**config.mk**
```make
export PLATFORM = sky130hd
export DESIGN_NAME = i2s_rx_param
export DESIGN_NICKNAME = d
export VERILOG_FILES = /design/src/rtl/i2s_rx_param.sv
export SDC_FILE = /design/constraint.sdc
export NUM_CORES = 1
export LEC_CHECK = 0
export CAP_MARGIN = 5
export CORE_ASPECT_RATIO = 0.7
export CORE_MARGIN = 2
export CORE_UTILIZATION = 48
export CTS_CLUSTER_SIZE = 25
export DETAILED_ROUTE_END_ITERATION = 10
export PLACE_DENSITY = 0.79
export SLEW_MARGIN = 20
export SYNTH_ARGS = -nofsm -noshare
export SYNTH_HDL_FRONTEND = slang
export SYNTH_SLANG_ARGS = --single-unit
```
**constraint.sdc**
```tcl
create_clock -name sck -period 2.6 [get_ports sck]
set_input_delay 0.26 -clock sck [delete_from_list [all_inputs] [get_ports sck]]
set_output_delay 0.26 -clock sck [all_outputs]
set_load 0.01 [all_outputs]
```
**src/rtl/i2s_rx_param.sv**
```systemverilog
// I2S / left-justified serial audio receiver. It assembles DATA_W-bit words per channel,
// strobes a valid with parity, and flags truncated words.
module i2s_rx_param #(
    parameter int DATA_W  = 16,
    parameter int MODE_LJ = 0
) (
    input  logic              sck,
    input  logic              rst,
    input  logic              sd,
    input  logic              ws,
    output logic              sd_out,
    output logic              wsd,
    output logic              wsp,
    output logic [DATA_W-1:0] left_data,
    output logic [DATA_W-1:0] right_data,
    output logic              left_valid,
    output logic              right_valid,
    output logic              left_par,
    output logic              right_par,
    output logic              short_err
);

    localparam int              CW       = $clog2(DATA_W + 1);
    localparam logic [CW-1:0]   CNT_FULL = CW'(DATA_W);
    localparam logic [CW-1:0]   CNT_LAST = CW'(DATA_W - 1);

    logic              wsdd;
    logic [DATA_W-1:0] shreg;
    logic [CW-1:0]     count;
    logic              chan;
    logic              start;
    logic              start_ch;
    logic [DATA_W-1:0] word;

    assign wsp  = wsd ^ wsdd;
    assign word = {shreg[DATA_W-2:0], sd};

    always_comb begin
        start    = 1'b0;
        start_ch = 1'b0;
        if (MODE_LJ != 0) begin
            start    = ws ^ wsd;
            start_ch = ws;
        end else begin
            start    = wsp;
            start_ch = wsd;
        end
    end

    // count == CNT_FULL doubles as the idle/saturated state between words
    always_ff @(posedge sck or posedge rst) begin
        if (rst) begin
            sd_out      <= 1'b0;
            wsd         <= 1'b0;
            wsdd        <= 1'b0;
            shreg       <= '0;
            count       <= CNT_FULL;
            chan        <= 1'b0;
            left_data   <= '0;
            right_data  <= '0;
            left_valid  <= 1'b0;
            right_valid <= 1'b0;
            left_par    <= 1'b0;
            right_par   <= 1'b0;
            short_err   <= 1'b0;
        end else begin
            sd_out      <= sd;
            wsd         <= ws;
            wsdd        <= wsd;
            left_valid  <= 1'b0;
            right_valid <= 1'b0;
            if (start) begin
                shreg <= {{(DATA_W-1){1'b0}}, sd};
                count <= CW'(1);
                chan  <= start_ch;
                if (count < CNT_FULL) begin
                    short_err <= 1'b1;
                end
            end else if (count < CNT_FULL) begin
                shreg <= word;
                count <= count + CW'(1);
                if (count == CNT_LAST) begin
                    if (chan) begin
                        right_data  <= word;
                        right_par   <= ^word;
                        right_valid <= 1'b1;
                    end else begin
                        left_data  <= word;
                        left_par   <= ^word;
                        left_valid <= 1'b1;
                    end
                end
            end
        end
    end

endmodule
```
==> qor.tcl <==
set qor(run_status) {finished, final reports clean}
set qor(max-slew-margin-rel) 0.637
set qor(port-buffer-count) 43
set qor(multi_input_area_um2) 912
set qor(net-switching-power_mw) 0.479
set qor(placementRows) 21
set qor(route.detailed.vias_per_inst) 4.89
set qor(yosysWarningCount) 0
set qor(fmax_ghz) 0.503
set qor(syn-mean-instance-area_um2) 14.2
set qor(syn_to_final_growth_pct) 27.0
set qor(layout_min_cycle_time_ps) 1990
set qor(seq_pwr_share) 0.538
set qor(clk_pin_slew_worst_paths_ps) 60
set qor(die-height_um) 64.2
set qor(setup_viol) 0
set qor(cts_tree) {yes}
set qor(synth_common_cells) {sky130_fd_sc_hd__dfrtp_1, sky130_fd_sc_hd__mux2_2, sky130_fd_sc_hd__nor2_1}
set qor(hold_crit_class) {in2async}
set qor(yosysSeqAreaShare) 0.615
set qor(cts_hold_buffers) 0
set qor(ios) 44
set qor(number_of_nets_with_antenna_violations_after_routing) 0
set qor(timing_hold_violations_final) 0
set qor(globalplace.congestion) 0.765
set qor(die_area_um2) 5780
set qor(pin_count_of_the_biggest_net_entering_global_routing) 46
set qor(worst-endpoint-arrival_ps) 1730
set qor(max-cap-violations) 0
set qor(synth-seq-cells) 61
set qor(postSynth.topFlopCell) {sky130_fd_sc_hd__dfrtp_1}
set qor(num_antenna_cells) 0
set qor(crit_path_cell_chain) {xnor2_2 > inv_1 > clkdlybuf4s50_1}
set qor(worstSetupStartpoint) {wsd}
set qor(drt_pre_antenna_iters) 4
set qor(pwr-share-clk) 0.344
set qor(first_iter_violations) 69
set qor(synth-async-reset-ratio) 1.00
set qor(cts_post_setup_buffers_inserted) 0
set qor(detail_route.drc_violations) 0
set qor(postRouteWirelength_um) 4340
set qor(clock_sinks) 61
set qor(synth-edff-count) 0
set qor(cts_inserted_buffers) 9
set qor(synth_top_area_share) 0.604
set qor(num_vias) 1468
set qor(path_max_fanout) 6
set qor(rr_startpoint) {count[0]}
set qor(slowest_stage_cell_cp) {sky130_fd_sc_hd__clkdlybuf4s50_1}
set qor(clk_root_buffer_cell) {sky130_fd_sc_hd__clkbuf_8}
set qor(coreArea_um2) 4890
set qor(synth_cells) 175
set qor(cp_data_required_time_ps) 2340
set qor(seqCellArea_um2) 1530
set qor(h-tree-depth) 3
set qor(antenna_found_initial) 0
set qor(critical-path-max-stage-delay_ps) 500
set qor(post_route_cells_drive_above_1_share) 0.229
set qor(r2r_cells) 6
set qor(start_util) 0.508
set qor(pre_cts_slack_ps) 628
set qor(setup.worst_path.end_class) {output port}
set qor(global_route.overflow_total) 0
set qor(leading_cell_type_by_number_of_instances_after_synthesis) {sky130_fd_sc_hd__dfrtp_1}
set qor(ctsLongestPathBuffers) 2
set qor(timing_worst_slew_pin_value_ps) 542
set qor(cell_taking_the_most_area_after_synthesis) {sky130_fd_sc_hd__dfrtp_1}
set qor(critical_path.startpoint_type) {register}
set qor(comb_power_share) 0.118
set qor(grt_pass1_wl_um) 7700
set qor(timing.critical_path.buf_inv) 2
set qor(synthesis.nets) 182
set qor(setup_total_negative_slack_ps) 0
set qor(place_hpwl_um) 2830
set qor(critPathTopFamily) {buffers and inverters}
set qor(clock_skew_ps) 5.39
set qor(netlist_top_cells_area) {sky130_fd_sc_hd__dfrtp_1, sky130_fd_sc_hd__mux2_2, sky130_fd_sc_hd__mux2i_1}
set qor(r2r_setup_slack_ps) 630
set qor(post-route-worst-setup-slack_ps) 613
set qor(detail_route.wl_per_cell_um) 14.5
set qor(final_max_slew_viol_count) 0
set qor(syn-cell-area_um2) 2480
set qor(synth_cell_types) 25
set qor(worstSetupPathType) {reg2out}
set qor(rsz0062_at_grt) {false}
set qor(period_share) 0.764
set qor(grt_pass1_vias) 1563
set qor(critical_path.reg2reg.endpoint) {left_data[14]}
set qor(peak_supply_drop_mv) 0.313
set qor(clock_latency_ps) 320
set qor(p_per_area_nw_per_um2) 608
set qor(cts_resized) 0
set qor(finish.net_count) 233
set qor(swShare) 0.249
set qor(total_leakage_power_nw) 1.42
set qor(chipWidth_um) 90.0
set qor(groute.usage.overall) 0.173
set qor(p_int_mw) 1.44
set qor(nFillCells) 399
[stage by stage]
step | cells | hold slack [ps] | power (mW) | util | cell area [um^2]
CTS | 300 | 249 | 1.94 | 0.646 | 3160
finish | 300 | 247 | 1.92 | 0.646 | 3160
detailed placement | 284 | 448 | 1.27 | 0.614 | 3000
floorplan | 175 | 291 | 1.21 | - | 2480
global route | 300 | 273 | 2.03 | 0.646 | 3160
global placement | 284 | 447 | 1.27 | 0.614 | 3000
[final cells by class]
class	instances	area share
Tap cell	69	0.0274
Inverter	3	0.00357
Sequential cell	61	0.484
Multi-Input combinational cell	105	0.289
Clock inverter	2	0.00317
Timing Repair Buffer	46	0.148
Clock buffer	14	0.0452
[worst register-to-register path: stages (launching register included)]
cell and delay, ps:
sky130_fd_sc_hd__dfrtp_1 380, sky130_fd_sc_hd__ha_1 170, sky130_fd_sc_hd__and3_1 190, sky130_fd_sc_hd__ha_1 180
sky130_fd_sc_hd__nand2_1 90, sky130_fd_sc_hd__nor2_4 450, sky130_fd_sc_hd__mux2_2 410
[power groups by stage]
stage	clock (mW)	sequential, mW	combinational [mW]
2_1_floorplan	0	1.04	0.163
3_3_place_gp	0	1.05	0.223
3_5_place_dp	0	1.05	0.225
4_1_cts	0.684	1.03	0.227
5_1_grt	0.740	1.04	0.252
6_report	0.661	1.03	0.226
[worst max path at each step]
| stage | endpoint | slack (ps) | cells past startpoint |
|---|---|---|---|
| after floorplan | right_data[0] | 790 | 6 |
| after global placement | left_data[4] | 700 | 6 |
| after detailed placement | left_data[14] | 630 | 6 |
| after CTS | wsp | 600 | 3 |
| after global routing | left_data[14] | 500 | 6 |
| final | wsp | 610 | 3 |
[flip-flops by register name, summed over array words and instances, names as in the netlist]
| register | count |
|---|---|
| right_data | 16 |
| wsd | 1 |
| chan | 1 |
| short_err | 1 |
| left_data | 16 |
| shreg | 15 |
| wsdd | 1 |
| left_valid | 1 |
| sd_out | 1 |
| right_valid | 1 |
| right_par | 1 |
| left_par | 1 |
| count | 5 |
[kinds of logic (layout without fill, tap and decap cells)]
kind of cell | after synthesis | in the layout | share of synthesized area
AOI/OAI and AO/OA | 4 | 4 | 0.00906
muxes | 49 | 49 | 0.215
adders and majority gates | 3 | 3 | 0.0151
xor gates and xnor gates | 19 | 19 | 0.0700
DFF | 61 | 61 | 0.615
buffers and inverters | 9 | 65 | 0.0181
and+or+nand+nor | 30 | 30 | 0.0584
[cell usage in the layout (no fill, tap or decap), drive strengths merged]
master	Yosys	final
inv	3	3
clkdlybuf4s50	0	43
mux2	34	34
nand4	1	1
a21oi	1	1
ha	3	3
and4	1	1
clkbuf	2	14
nor2b	1	1
mux2i	15	15
clkinv	0	2
a21o	1	1
nand2	4	4
nor4b	1	1
buf	4	3
nand3	2	2
o21ai	2	2
and3	1	1
dfrtp	60	60
xor2	3	3
nor2	19	19
xnor2	16	16
dfstp	1	1
[layer usage]
| layer | wire length (um) | track usage | vias to the layer above |
|---|---|---|---|
| met5 | 0 | 0 | - |
| met4 | 27 | 0.0519 | 0 |
| met3 | 195 | 0.0684 | 2 |
| met2 | 1920 | 0.252 | 30 |
| met1 | 2200 | 0.241 | 739 |
| li1 | - | - | 697 |
No activity file was read; power rests on OpenSTA's default activity.
